--- src/rtl/hazard_pkg.sv ---
// rtl/hazard_pkg.sv - shared constants, tag struct and source-hazard check for hazard_ctrl
package hazard_pkg;

    // Write-back source of the producing instruction
    localparam logic [1:0] WB_PC  = 2'd0;
    localparam logic [1:0] WB_MEM = 2'd1;
    localparam logic [1:0] WB_ALU = 2'd2;

    // EX operand select codes driven on m8_1_cnt / m8_2_cnt
    localparam logic [2:0] FWD_NONE    = 3'd0;
    localparam logic [2:0] FWD_EX_PC   = 3'd1;
    localparam logic [2:0] FWD_EX_ALU  = 3'd2;
    localparam logic [2:0] FWD_MEM_PC  = 3'd3;
    localparam logic [2:0] FWD_MEM_ALU = 3'd4;

    // PC source codes driven on m4_1_cnt
    localparam logic [1:0] PC_SEQ   = 2'd0;
    localparam logic [1:0] PC_EXPC  = 2'd1;
    localparam logic [1:0] PC_EXALU = 2'd2;

    // One in-flight instruction as seen by the hazard logic
    typedef struct packed {
        logic [4:0] rd;
        logic       reg_we;
        logic [1:0] wb_sel;
        logic [2:0] fwd1;
        logic [2:0] fwd2;
    } tag_t;

    // Outcome of checking one decoded source register
    typedef struct packed {
        logic       stall;
        logic [2:0] fwd;
    } src_res_t;

    // Nearest producer wins (E, then M, then W). A W-stage producer always
    // stalls because its register-file write races the ID read. Loads and
    // unknown write-back sources cannot be forwarded and stall too.
    function automatic src_res_t src_check(
        input logic [4:0] rs,
        input logic       used,
        input tag_t       e,
        input tag_t       m,
        input tag_t       w,
        input logic       fwd_en
    );
        src_res_t r;
        r.stall = 1'b0;
        r.fwd   = FWD_NONE;
        if (used && (rs != 5'd0)) begin
            if (e.reg_we && (e.rd == rs)) begin
                if (fwd_en && (e.wb_sel == WB_ALU))
                    r.fwd = FWD_EX_ALU;
                else if (fwd_en && (e.wb_sel == WB_PC))
                    r.fwd = FWD_EX_PC;
                else
                    r.stall = 1'b1;
            end else if (m.reg_we && (m.rd == rs)) begin
                if (fwd_en && (m.wb_sel == WB_ALU))
                    r.fwd = FWD_MEM_ALU;
                else if (fwd_en && (m.wb_sel == WB_PC))
                    r.fwd = FWD_MEM_PC;
                else
                    r.stall = 1'b1;
            end else if (w.reg_we && (w.rd == rs)) begin
                r.stall = 1'b1;
            end
        end
        return r;
    endfunction

endpackage

--- src/rtl/hazard_tag_stage.sv ---
// rtl/hazard_tag_stage.sv - one tag register with synchronous clear and null insertion
module hazard_tag_stage
    import hazard_pkg::*;
(
    input  logic clk,
    input  logic rst,
    input  logic ins_null,
    input  tag_t d,
    output tag_t q
);

    tag_t d_norm;

    // Writes to x0 are architecturally void, so they never count as producers
    always_comb begin
        d_norm        = d;
        d_norm.reg_we = d.reg_we && (d.rd != 5'd0);
    end

    // Capture the incoming tag every cycle; reset or null-insert loads an empty tag
    always_ff @(posedge clk) begin
        if (rst || ins_null)
            q <= '0;
        else
            q <= d_norm;
    end

endmodule

--- src/rtl/hazard_ctrl.sv ---
// rtl/hazard_ctrl.sv - stall/bubble/flush/PC-select/forward control; HAZARD_FWD_EN enables forwarding
module hazard_ctrl
    import hazard_pkg::*;
(
    input  logic       clk,
    input  logic       rst,
    input  logic [4:0] id_rs1,
    input  logic [4:0] id_rs2,
    input  logic       id_use_rs1,
    input  logic       id_use_rs2,
    input  logic [4:0] id_rd,
    input  logic       id_reg_we,
    input  logic [1:0] id_wb_sel,
    input  logic       redirect,
    input  logic [1:0] redirect_sel,
    output logic       if_we,
    output logic       id_we,
    output logic       bubble_id,
    output logic       flush_ex,
    output logic [1:0] m4_1_cnt,
    output logic [2:0] m8_1_cnt,
    output logic [2:0] m8_2_cnt
);

`ifdef HAZARD_FWD_EN
    localparam logic FWD_EN = 1'b1;
`else
    localparam logic FWD_EN = 1'b0;
`endif

    tag_t     tag_e;
    tag_t     tag_m;
    tag_t     tag_w;
    tag_t     tag_id;
    logic     kill_q;
    src_res_t res1;
    src_res_t res2;
    logic     stall_raw;

    // Classify both decoded sources against the in-flight producers
    always_comb begin
        res1      = src_check(id_rs1, id_use_rs1, tag_e, tag_m, tag_w, FWD_EN);
        res2      = src_check(id_rs2, id_use_rs2, tag_e, tag_m, tag_w, FWD_EN);
        stall_raw = res1.stall | res2.stall;
    end

    // Pipeline control: reset, then redirect, then post-redirect kill, then stall
    always_comb begin
        if_we     = 1'b1;
        bubble_id = 1'b0;
        flush_ex  = 1'b0;
        m4_1_cnt  = PC_SEQ;
        if (rst) begin
            if_we     = 1'b1;
        end else if (redirect) begin
            m4_1_cnt  = redirect_sel;
            bubble_id = 1'b1;
            flush_ex  = 1'b1;
        end else if (kill_q) begin
            bubble_id = 1'b1;
        end else if (stall_raw) begin
            if_we     = 1'b0;
            bubble_id = 1'b1;
        end
    end

    assign id_we = 1'b1;

    // Tag describing the instruction now in ID, with the forward codes it will use in EX
    always_comb begin
        tag_id        = '0;
        tag_id.rd     = id_rd;
        tag_id.reg_we = id_reg_we;
        tag_id.wb_sel = id_wb_sel;
        tag_id.fwd1   = res1.fwd;
        tag_id.fwd2   = res2.fwd;
    end

    hazard_tag_stage u_stage_e (
        .clk      (clk),
        .rst      (rst),
        .ins_null (bubble_id),
        .d        (tag_id),
        .q        (tag_e)
    );

    hazard_tag_stage u_stage_m (
        .clk      (clk),
        .rst      (rst),
        .ins_null (redirect),
        .d        (tag_e),
        .q        (tag_m)
    );

    hazard_tag_stage u_stage_w (
        .clk      (clk),
        .rst      (rst),
        .ins_null (1'b0),
        .d        (tag_m),
        .q        (tag_w)
    );

    // IF/ID holds a wrong-path instruction for exactly one cycle after each redirect
    always_ff @(posedge clk) begin
        if (rst)
            kill_q <= 1'b0;
        else
            kill_q <= redirect;
    end

`ifdef HAZARD_FWD_EN
    assign m8_1_cnt = tag_e.fwd1;
    assign m8_2_cnt = tag_e.fwd2;

    logic unused_tag_bits;
    assign unused_tag_bits = ^{tag_w.fwd1, tag_w.fwd2, tag_w.wb_sel};
`else
    assign m8_1_cnt = FWD_NONE;
    assign m8_2_cnt = FWD_NONE;

    logic unused_tag_bits;
    assign unused_tag_bits = ^{tag_e.fwd1, tag_e.fwd2, tag_w.fwd1, tag_w.fwd2, tag_w.wb_sel};
`endif

endmodule

--- config.mk ---
export PLATFORM = sky130hd
export DESIGN_NAME = hazard_ctrl
export DESIGN_NICKNAME = d
export VERILOG_FILES = /design/src/rtl/hazard_pkg.sv /design/src/rtl/hazard_tag_stage.sv /design/src/rtl/hazard_ctrl.sv
export SDC_FILE = /design/constraint.sdc
export NUM_CORES = 1
export LEC_CHECK = 0
export CAP_MARGIN = 5
export CORE_MARGIN = 2
export CORE_UTILIZATION = 40
export CTS_BUF_LIST = sky130_fd_sc_hd__clkbuf_8
export CTS_CLUSTER_DIAMETER = 60
export DETAILED_ROUTE_END_ITERATION = 10
export GPL_ROUTABILITY_DRIVEN = 0
export PLACE_DENSITY = 0.83
export SKIP_CTS_REPAIR_TIMING = 1
export SLEW_MARGIN = 20
export SYNTH_ARGS = -nofsm -noshare
export SYNTH_HDL_FRONTEND = slang
export SYNTH_SLANG_ARGS = --single-unit
--- constraint.sdc ---
create_clock -name clk -period 2.6 [get_ports clk]
set_input_delay 0.39 -clock clk [delete_from_list [all_inputs] [get_ports clk]]
set_output_delay 0.39 -clock clk [all_outputs]
set_load 0.03 [all_outputs]
==> results of run 1 <==
-- worst max-delay path, stage by stage --
cell and delay (ns):
clkdlybuf4s50_1 0.44, or4_1 0.54, o21ai_2 0.18, a31oi_4 0.06, o41a_1 0.32, buf_4 0.17
-- layout by cell type (no fill, tap or decap), drive strengths merged --
cell / Yosys / routed
a31oi: 2 / 2
and2: 7 / 7
buf: 7 / 11
clkbuf: 1 / 3
clkdlybuf4s50: 0 / 17
conb: 2 / 7
dfxtp: 19 / 19
dlymetal6s2s: 0 / 8
inv: 1 / 2
nand2: 5 / 5
nand3: 6 / 6
nor2: 1 / 1
nor2b: 7 / 7
nor3: 7 / 7
nor4: 6 / 6
o211ai: 1 / 1
o21ai: 3 / 3
o311a: 2 / 2
o41a: 1 / 1
or3: 2 / 2
or4: 3 / 3
xnor2: 6 / 6
xor2: 24 / 24
-- path summary, 6_finish.rpt --
path / slack [ns] / endpoint
setup / recovery: 0.1 / bubble_id
hold / removal: 0.47 / u_stage_m.q[8]$_SDFF_PP0_
setup reg to reg: 1.03 / u_stage_e.q[8]$_SDFF_PP0_
hold reg to reg: 0.47 / u_stage_m.q[8]$_SDFF_PP0_
-- cell families (layout without fill, tap and decap cells) --
family	Yosys count	in the layout
xor gates and xnor gates	30	30
other	2	7
DFF	19	19
AOI/OAI and AO/OA	9	9
buffers and inverters	9	41
and+or+nand+nor	44	44
-- power groups by stage --
stage          Sequential, mW  Clock, mW  Combinational [mW]
2_1_floorplan           0.309          0              0.0665
3_3_place_gp            0.310          0               0.120
3_5_place_dp            0.311          0               0.124
4_1_cts                 0.304      0.196               0.125
5_1_grt                 0.305      0.212               0.137
6_report                0.304      0.191               0.128
-- flip-flops by register name (all words and copies together) (netlist names) --
register,count
u_stage_e.q,6
u_stage_m.q,6
u_stage_w.q,6
kill_q,1
-- metrics by stage --
step | utilization, % | cell area (sq um)
after CTS | 57.3 | 1420
after global placement | 55.5 | 1370
after floorplan | - | 1060
after global routing | 59.6 | 1480
after detailed placement | 55.5 | 1370
final | 59.6 | 1480
-- layer usage --
layer	up-vias	wire length [microns]	part of all wire, %	global-route usage, %
li1	450	-	-	-
met1	400	1030	42	18.6
met4	0	69	2.8	9.76
met5	-	0	0	0
met3	9	169	7.0	3.23
met2	40	1160	48	30.4
-- cell type report --
cell class | instances | share of cell area, %
sequential | 19 | 25.7
clock buffer | 3 | 2.79
tap | 30 | 2.54
clock inverter | 1 | 0.254
timing repair buffer | 36 | 23.9
multi-input combinational | 90 | 44.5
inverter | 1 | 0.254
==> flow_metrics.py, run 1 <==
metrics = {
    "outcome": {
        "status": "completed",
    },
    "final_layout": {
        "drive_gt1_share_pct": 13.3,
        "multi_input_area_sq_um": 658,
        "num_antenna_cells": 0,
        "nFillCells": 220,
        "syn_to_final_growth_pct": 41.9,
        "fin_nets": 176,
        "layout.cells.non_filler": 180,
        "ff_latch_area_sq_um": 380,
    },
    "global_route": {
        "grt_pass1_vias": 851,
        "antenna_found_initial": 0,
        "grt_pass1_wl_microns": 3510,
        "grt-ovfl-total": 0,
        "grt_max_degree": 11,
        "grt_use_total_pct": 17.0,
    },
    "routing": {
        "drtPass1Iterations": 4,
        "drt_iter0_drc": 15,
        "ant_nets": 0,
        "via_per_inst": 4.99,
        "wirelength_microns": 2430,
        "drc": 0,
        "wire_per_inst_microns": 13.5,
        "num_vias": 899,
    },
    "synthesis": {
        "muxShareOfSynthArea_pct": 0,
        "seq_area_frac_synth_pct": 36.5,
        "synth.largest_area_cell": "dfxtp_1",
        "synthCells": 113,
        "synth_top_family_by_area": "XOR/XNOR gates",
        "synth_warnings": 0,
        "synth-xor-area-share_pct": 25.2,
        "synth_fa_ha_area_share_pct": 0,
        "yosys.area_share.simple_pct": 23.8,
        "yosysUniqueCellTypes": 22,
        "yosys-top-cells-count": "xor2_1 (24), dfxtp_1 (19)",
        "netlist_area_sq_mm": 0.00104,
        "synth_edf_count": 0,
        "synth_top_area_share_pct": 36.5,
        "synth_area_leaders": "dfxtp_1 (37%), xor2_1 (20%), buf_4 (5.0%), xnor2_1 (5.0%), and2_1 (4.2%)",
        "ys_ff_latch": 19,
        "synth.most_common_cell": "xor2_1",
        "synth_flop_cell": "dfxtp_1",
        "synth_compound_area_share_pct": 7.93,
        "syn_avg_cell_area_sq_um": 9.21,
        "ys_async_sr_fraction_pct": 0,
    },
    "sta": {
        "hold_viol_final": 0,
        "grt_setup_unrepaired": "no",
        "post-route-period-util_pct": 96.2,
        "holdWs_ns": 0.469,
        "timing.fmax_mhz": 400,
        "fin_tns_setup_ns": 0,
        "finalSetupViolCount": 0,
        "finClkSkew_ns": 0.000681,
        "post-route-min-period_ns": 2.50,
        "maxSlewViolCount": 0,
        "worst_slack_ns": 0.0996,
    },
    "hold_path": {
        "hold_start": "u_stage_e.q[8]$_SDFF_PP0_",
        "hold_class": "reg2reg",
        "min_delay_path_depth": 1,
    },
    "critical_path": {
        "required_ns": 2.21,
        "arrival_ns": 2.11,
        "r2r-start": "u_stage_m.q[11]$_SDFF_PP0_",
        "start_kind": "input port",
        "criticalPathCategory": "in2out",
        "crit_start": "id_rs2[1]",
        "cp_max_fo": 3,
        "r2r_cells": 6,
        "cp-end-kind": "output port",
    },
    "floorplan": {
        "die_y_microns": 55.0,
        "start_util_pct": 42.0,
        "core_area_sq_mm": 0.00248,
        "die_w_microns": 55.0,
        "rows": 18,
        "fp.dieArea_sq_mm": 0.00303,
        "pin_count": 37,
    },
    "cts": {
        "cts-buffers-inserted": 3,
        "ctsHtreeMaxLevel": 1,
        "clkLatencyLatePin_ns": 0.25,
        "clock_path_buffers": 2,
        "cts_root_buffer": "clkbuf_8",
        "cts_sinks": 19,
        "clk_pin_slew_ns": 0.06,
        "cts_tree": "built",
    },
    "flow_run": {
        "drv_cap": 0,
    },
    "placement": {
        "place_ws_ns": -0.0341,
        "port_buffers": 27,
        "dp.cells": 176,
        "place_hpwl_microns": 1910,
    },
    "power": {
        "p_switching_uw": 159,
        "internal-power_uw": 464,
        "ir_worst_vdd_v": 0.000368,
        "seq_power_share_pct": 48.8,
        "p_clk_share_pct": 30.7,
        "p_leak_nw": 0.695,
        "combPwrFrac_pct": 20.5,
        "p_total_uw": 623,
        "p_sw_share_pct": 25.4,
        "p_per_area_mw_per_mm2": 422,
    },
}
(Power assumes the default switching activity.)
==> inputs of run 2 (changes only) <==
--- a/config.mk
+++ b/config.mk
@@ -5,14 +5,14 @@
 export SDC_FILE = /design/constraint.sdc
 export NUM_CORES = 1
 export LEC_CHECK = 0
-export CAP_MARGIN = 5
+export CAP_MARGIN = 15
 export CORE_MARGIN = 2
-export CORE_UTILIZATION = 40
+export CORE_UTILIZATION = 49
 export CTS_BUF_LIST = sky130_fd_sc_hd__clkbuf_8
 export CTS_CLUSTER_DIAMETER = 60
 export DETAILED_ROUTE_END_ITERATION = 10
 export GPL_ROUTABILITY_DRIVEN = 0
-export PLACE_DENSITY = 0.83
+export PLACE_DENSITY = 0.95
 export SKIP_CTS_REPAIR_TIMING = 1
 export SLEW_MARGIN = 20
 export SYNTH_ARGS = -nofsm -noshare
==> constraint.sdc (replaced) <==
create_clock -name clk -period 2.6 [get_ports clk]
set_input_delay 0.39 -clock clk [delete_from_list [all_inputs] [get_ports clk]]
set_output_delay 0.39 -clock clk [all_outputs]
set_load 0.05 [all_outputs]
==> run 2 against run 1 <==
Sequential cell count did not move. Highest routed layer unchanged. Sequential share of layout area fell by 0.74 points. Register-to-register slack got worse by 0.02 ns. Sequential power barely moved. Worst hold slack improved by 0.024 ns. Combinational power rose by 16%. Power rose by 4.0%. Cell count fell by 1.7%. Via count rose by 1.0%. Clock skew rose by 0.0048 ns. Clock power barely moved. Design area rose by 3.0%.
==> flow_metrics.py, run 2 (same netlist as run 1, synthesis figures left out) <==
metrics = {
    "sta": {
        "finalSetupViolCount": 0,
        "hold_viol_final": 0,
        "post-route-period-util_pct": 98.2,
        "timing.fmax_mhz": 392,
        "post-route-min-period_ns": 2.55,
        "worst_slack_ns": 0.0466,
        "maxSlewViolCount": 0,
        "finClkSkew_ns": 0.00545,
    },
    "outcome": {
        "status": "completed",
    },
    "final_layout": {
        "num_antenna_cells": 0,
        "syn_to_final_growth_pct": 46.2,
        "final_common_cell": "xor2_1",
        "top_regs": "u_stage_e.q x6, u_stage_m.q x6, u_stage_w.q x6",
        "utilization_pct": 76.8,
        "mostFrequentLayoutCells": "xor2_1 (24), dfxtp_1 (19), clkdlybuf4s50_1 (13), buf_4 (10), dlymetal6s2s_1 (9)",
        "nFillCells": 136,
        "ff_latch_area_sq_um": 380,
        "postLayoutCellArea_sq_mm": 0.00152,
        "fin_nets": 176,
        "drive_gt1_share_pct": 16.0,
        "multi_input_area_sq_um": 669,
    },
    "routing": {
        "ant_nets": 0,
        "drt_iter0_drc": 9,
        "drc": 0,
        "wirelength_microns": 2680,
        "via_per_inst": 5.13,
        "wire_per_inst_microns": 15.1,
        "num_vias": 908,
        "drtPass1Iterations": 4,
    },
    "cts": {
        "clk_pin_slew_ns": 0.07,
        "clock_path_buffers": 2,
        "cts_root_buffer": "clkbuf_8",
        "cts_tree": "built",
        "cts-buffers-inserted": 3,
        "ctsHtreeMaxLevel": 1,
        "cts_sinks": 19,
        "clkLatencyLatePin_ns": 0.26,
    },
    "global_route": {
        "grt_pass1_vias": 974,
        "grt-ovfl-total": 0,
        "grt_pass1_wl_microns": 4110,
        "grt_max_degree": 11,
        "grt_use_total_pct": 22.1,
        "antenna_found_initial": 0,
    },
    "floorplan": {
        "pin_count": 37,
        "core_area_sq_mm": 0.00198,
        "fp.dieArea_sq_mm": 0.00251,
        "die_y_microns": 50.1,
        "rows": 16,
        "die_w_microns": 50.1,
        "start_util_pct": 52.5,
    },
    "critical_path": {
        "cp_slowest_cell": "or4_4",
        "crit_chain": "clkdlybuf4s50_1 -> or4_4 -> o21ai_4 -> a31oi_4 -> o41a_1 -> buf_12",
        "criticalPathCategory": "in2out",
        "cpPeakStageDelay_ns": 0.50,
        "cp-end-kind": "output port",
        "reg2reg_slack_ns": 1.01,
        "arrival_ns": 2.16,
        "start_kind": "input port",
        "cp_max_fo": 2,
        "required_ns": 2.21,
    },
    "flow_run": {
        "drv_cap": 0,
    },
    "placement": {
        "dpl_cell_area_sq_mm": 0.00140,
        "place_hpwl_microns": 2040,
        "place_ws_ns": -0.0324,
        "port_buffers": 27,
    },
    "hold_path": {
        "hold_class": "reg2reg",
    },
    "power": {
        "p_total_uw": 648,
        "ir_worst_vdd_v": 0.000401,
        "p_leak_nw": 0.722,
        "p_per_area_mw_per_mm2": 426,
    },
}
[run 2: final cells by class]
type | instances | area share (%)
Multi-Input combinational cell | 90 | 44.0
Timing Repair Buffer | 36 | 25.6
Sequential cell | 19 | 25.0
Clock buffer | 3 | 2.71
Tap cell | 27 | 2.22
Clock inverter | 1 | 0.247
Inverter | 1 | 0.247
[run 2: worst max-delay path: cells and delay by family]
kind,cells,cell delay [ns]
AO/OA/AOI/OAI,3,0.67
buffers and inverters,2,0.60
AND/OR/NAND/NOR,1,0.50
[run 2: routing by layer]
| metal | GRT usage, % | vias to the layer above | routed length [microns] |
|---|---|---|---|
| met2 | 39.5 | 43 | 1430 |
| met1 | 22.6 | 408 | 988 |
| met5 | 0 | - | 0 |
| met3 | 4.85 | 8 | 186 |
| li1 | - | 449 | - |
| met4 | 14.8 | 0 | 72 |
[run 2: power by group]
group | internal (mW) | total (mW) | switching, mW
Combinational | 0.0688 | 0.149 | 0.0804
Sequential | 0.297 | 0.305 | 0.00737
Clock | 0.105 | 0.194 | 0.0888
Total | 0.471 | 0.648 | 0.177
[run 2: worst paths after layout]
kind	startpoint	to	cells past startpoint
min	u_stage_m.q[8]$_SDFF_PP0_	u_stage_w.q[8]$_SDFF_PP0_	1
max reg2reg	u_stage_w.q[10]$_SDFF_PP0_	u_stage_e.q[12]$_SDFF_PP0_	6
max	id_rs1[2]	bubble_id	6
min reg2reg	u_stage_m.q[8]$_SDFF_PP0_	u_stage_w.q[8]$_SDFF_PP0_	1
[run 2: through the flow]
stage,hold slack (ns),setup TNS (ns),cells
after floorplan,0.441,0,118
after global placement,0.463,0,173
after detailed placement,0.480,-0.0465,173
after CTS,0.489,-0.0875,177
after global routing,0.497,-0.00136,177
final,0.493,0,177
==> inputs of run 3 (changes only) <==
--- a/config.mk
+++ b/config.mk
@@ -12,9 +12,9 @@
 export CTS_CLUSTER_DIAMETER = 60
 export DETAILED_ROUTE_END_ITERATION = 10
 export GPL_ROUTABILITY_DRIVEN = 0
+export MAX_ROUTING_LAYER = met4
 export PLACE_DENSITY = 0.95
 export SKIP_CTS_REPAIR_TIMING = 1
-export SLEW_MARGIN = 20
 export SYNTH_ARGS = -nofsm -noshare
 export SYNTH_HDL_FRONTEND = slang
 export SYNTH_SLANG_ARGS = --single-unit
==> run 3 against run 2 <==
Non-clock buffer count unchanged. Clock power is essentially flat. Design area did not move. Power about the same. Worst setup slack got worse by 0.0045 ns. Cell count stayed put. Via count is 0.44% higher. Register-to-register slack about the same. First-iteration DRC count unchanged.
==> flow_metrics.py, run 3 (same netlist as run 1, synthesis figures left out) <==
metrics = {
    "power": {
        "ir_worst_vdd_v": 0.000400,
        "p_per_area_mw_per_mm2": 426,
        "p_total_uw": 648,
        "p_leak_nw": 0.722,
    },
    "critical_path": {
        "start_kind": "input port",
        "arrival_ns": 2.17,
        "crit_start": "id_rs1[2]",
        "timing.rr.end": "u_stage_e.q[12]$_SDFF_PP0_",
        "cp-endpoint": "bubble_id",
        "r2r_cells": 6,
        "cp-end-kind": "output port",
        "crit_chain": "clkdlybuf4s50_1 -> or4_4 -> o21ai_4 -> a31oi_4 -> o41a_1 -> buf_12",
        "criticalPathCategory": "in2out",
        "required_ns": 2.21,
        "cpPeakStageDelay_ns": 0.50,
        "r2r-start": "u_stage_w.q[10]$_SDFF_PP0_",
        "reg2reg_slack_ns": 1.01,
        "cp_slowest_cell": "or4_4",
        "cp_max_fo": 2,
    },
    "outcome": {
        "status": "completed",
    },
    "final_layout": {
        "drive_gt1_share_pct": 16.0,
        "nFillCells": 136,
        "multi_input_area_sq_um": 669,
        "top_regs": "u_stage_e.q x6, u_stage_m.q x6, u_stage_w.q x6",
        "postLayoutCellArea_sq_mm": 0.00152,
        "syn_to_final_growth_pct": 46.2,
        "mostFrequentLayoutCells": "xor2_1 (24), dfxtp_1 (19), clkdlybuf4s50_1 (13), buf_4 (10), dlymetal6s2s_1 (9)",
        "num_antenna_cells": 0,
        "fin_nets": 176,
        "final_common_cell": "xor2_1",
        "ff_latch_area_sq_um": 380,
    },
    "routing": {
        "via_per_inst": 5.15,
        "num_vias": 912,
        "drc": 0,
        "drt_iter0_drc": 9,
        "ant_nets": 0,
        "drtPass1Iterations": 3,
        "wirelength_microns": 2680,
        "wire_per_inst_microns": 15.1,
    },
    "floorplan": {
        "start_util_pct": 52.5,
        "rows": 16,
        "pin_count": 37,
        "die_y_microns": 50.1,
        "die_w_microns": 50.1,
        "core_area_sq_mm": 0.00198,
        "fp.dieArea_sq_mm": 0.00251,
    },
    "placement": {
        "place_hpwl_microns": 2040,
        "port_buffers": 27,
        "dpl_cell_area_sq_mm": 0.00140,
    },
    "cts": {
        "cts-buffers-inserted": 3,
        "cts_tree": "built",
        "clkLatencyLatePin_ns": 0.26,
        "cts_root_buffer": "clkbuf_8",
        "cts_sinks": 19,
        "ctsHtreeMaxLevel": 1,
        "clk_pin_slew_ns": 0.06,
        "clock_path_buffers": 2,
    },
    "global_route": {
        "grt-ovfl-total": 0,
        "grt_pass1_wl_microns": 4120,
        "grt_max_degree": 11,
        "grt_use_total_pct": 22.8,
        "grt_pass1_vias": 971,
        "antenna_found_initial": 0,
    },
    "sta": {
        "hold_viol_final": 0,
        "post-route-period-util_pct": 98.4,
        "timing.fmax_mhz": 391,
        "finClkSkew_ns": 0.00564,
        "finalSetupViolCount": 0,
        "post-route-min-period_ns": 2.56,
        "maxSlewViolCount": 0,
    },
    "hold_path": {
        "hold_class": "reg2reg",
    },
    "flow_run": {
        "drv_cap": 0,
    },
}
run 3: cell counts in the layout (fill, tap and decap cells not counted):
No cell type changed its count.
run 3: how the worst min path moves through the flow:
| stage | start | endpoint | slack, ns | cells after the start |
|---|---|---|---|---|
| 4_1_cts | u_stage_m.q[8]$_SDFF_PP0_ | u_stage_w.q[8]$_SDFF_PP0_ | 0.49 | 1 |
| 3_3_place_gp | u_stage_e.q[8]$_SDFF_PP0_ | u_stage_m.q[8]$_SDFF_PP0_ | 0.46 | 1 |
| 3_5_place_dp | u_stage_e.q[8]$_SDFF_PP0_ | u_stage_m.q[8]$_SDFF_PP0_ | 0.48 | 1 |
| 5_1_grt | u_stage_m.q[8]$_SDFF_PP0_ | u_stage_w.q[8]$_SDFF_PP0_ | 0.50 | 1 |
| 6_report | u_stage_e.q[8]$_SDFF_PP0_ | u_stage_m.q[8]$_SDFF_PP0_ | 0.50 | 1 |
| 2_1_floorplan | u_stage_e.q[8]$_SDFF_PP0_ | u_stage_m.q[8]$_SDFF_PP0_ | 0.44 | 1 |
run 3: worst max-delay path, delay by kind of cell:
| family | cells | cell delay (ns) |
|---|---|---|
| AND/OR/NAND/NOR | 1 | 0.50 |
| AO/OA/AOI/OAI | 3 | 0.67 |
| buffers and inverters | 2 | 0.60 |
run 3: routing by layer:
metal | part of all wire [%] | wire (microns) | GRT usage (%) | up-vias
li1 | - | - | - | 449
met1 | 39 | 1030 | 23.2 | 416
met2 | 53 | 1430 | 39.3 | 39
met3 | 5.4 | 145 | 4.55 | 8
met4 | 2.7 | 72 | 14.8 | 0
met5 | 0 | 0 | - | -
run 3: metrics by stage:
stage / setup WS (ns) / std cells / utilization, % / hold WS [ns] / TNS [ns]
6_report: 0.0421 / 177 / 76.8 / 0.495 / 0
3_5_place_dp: -0.0324 / 173 / 70.6 / 0.480 / -0.0465
3_3_place_gp: 0.0155 / 173 / 70.6 / 0.463 / 0
4_1_cts: -0.0568 / 177 / 72.9 / 0.489 / -0.0875
5_1_grt: -0.00163 / 177 / 76.8 / 0.497 / -0.00163
2_1_floorplan: 0.317 / 118 / - / 0.441 / 0
run 3: report_power, final:
part | switching [mW] | total, mW | internal, mW
Clock | 0.0888 | 0.194 | 0.105
Combinational | 0.0805 | 0.149 | 0.0688
Sequential | 0.00743 | 0.305 | 0.297
Total | 0.177 | 0.648 | 0.471
run 3: area by class of cell:
class	instances	area share [%]
inverters	1	0.247
flip-flops and latches	19	25.0
multi-input cells	90	44.0
well taps	27	2.22
clock inverters	1	0.247
clock buffers	3	2.71
repair buffers	36	25.6
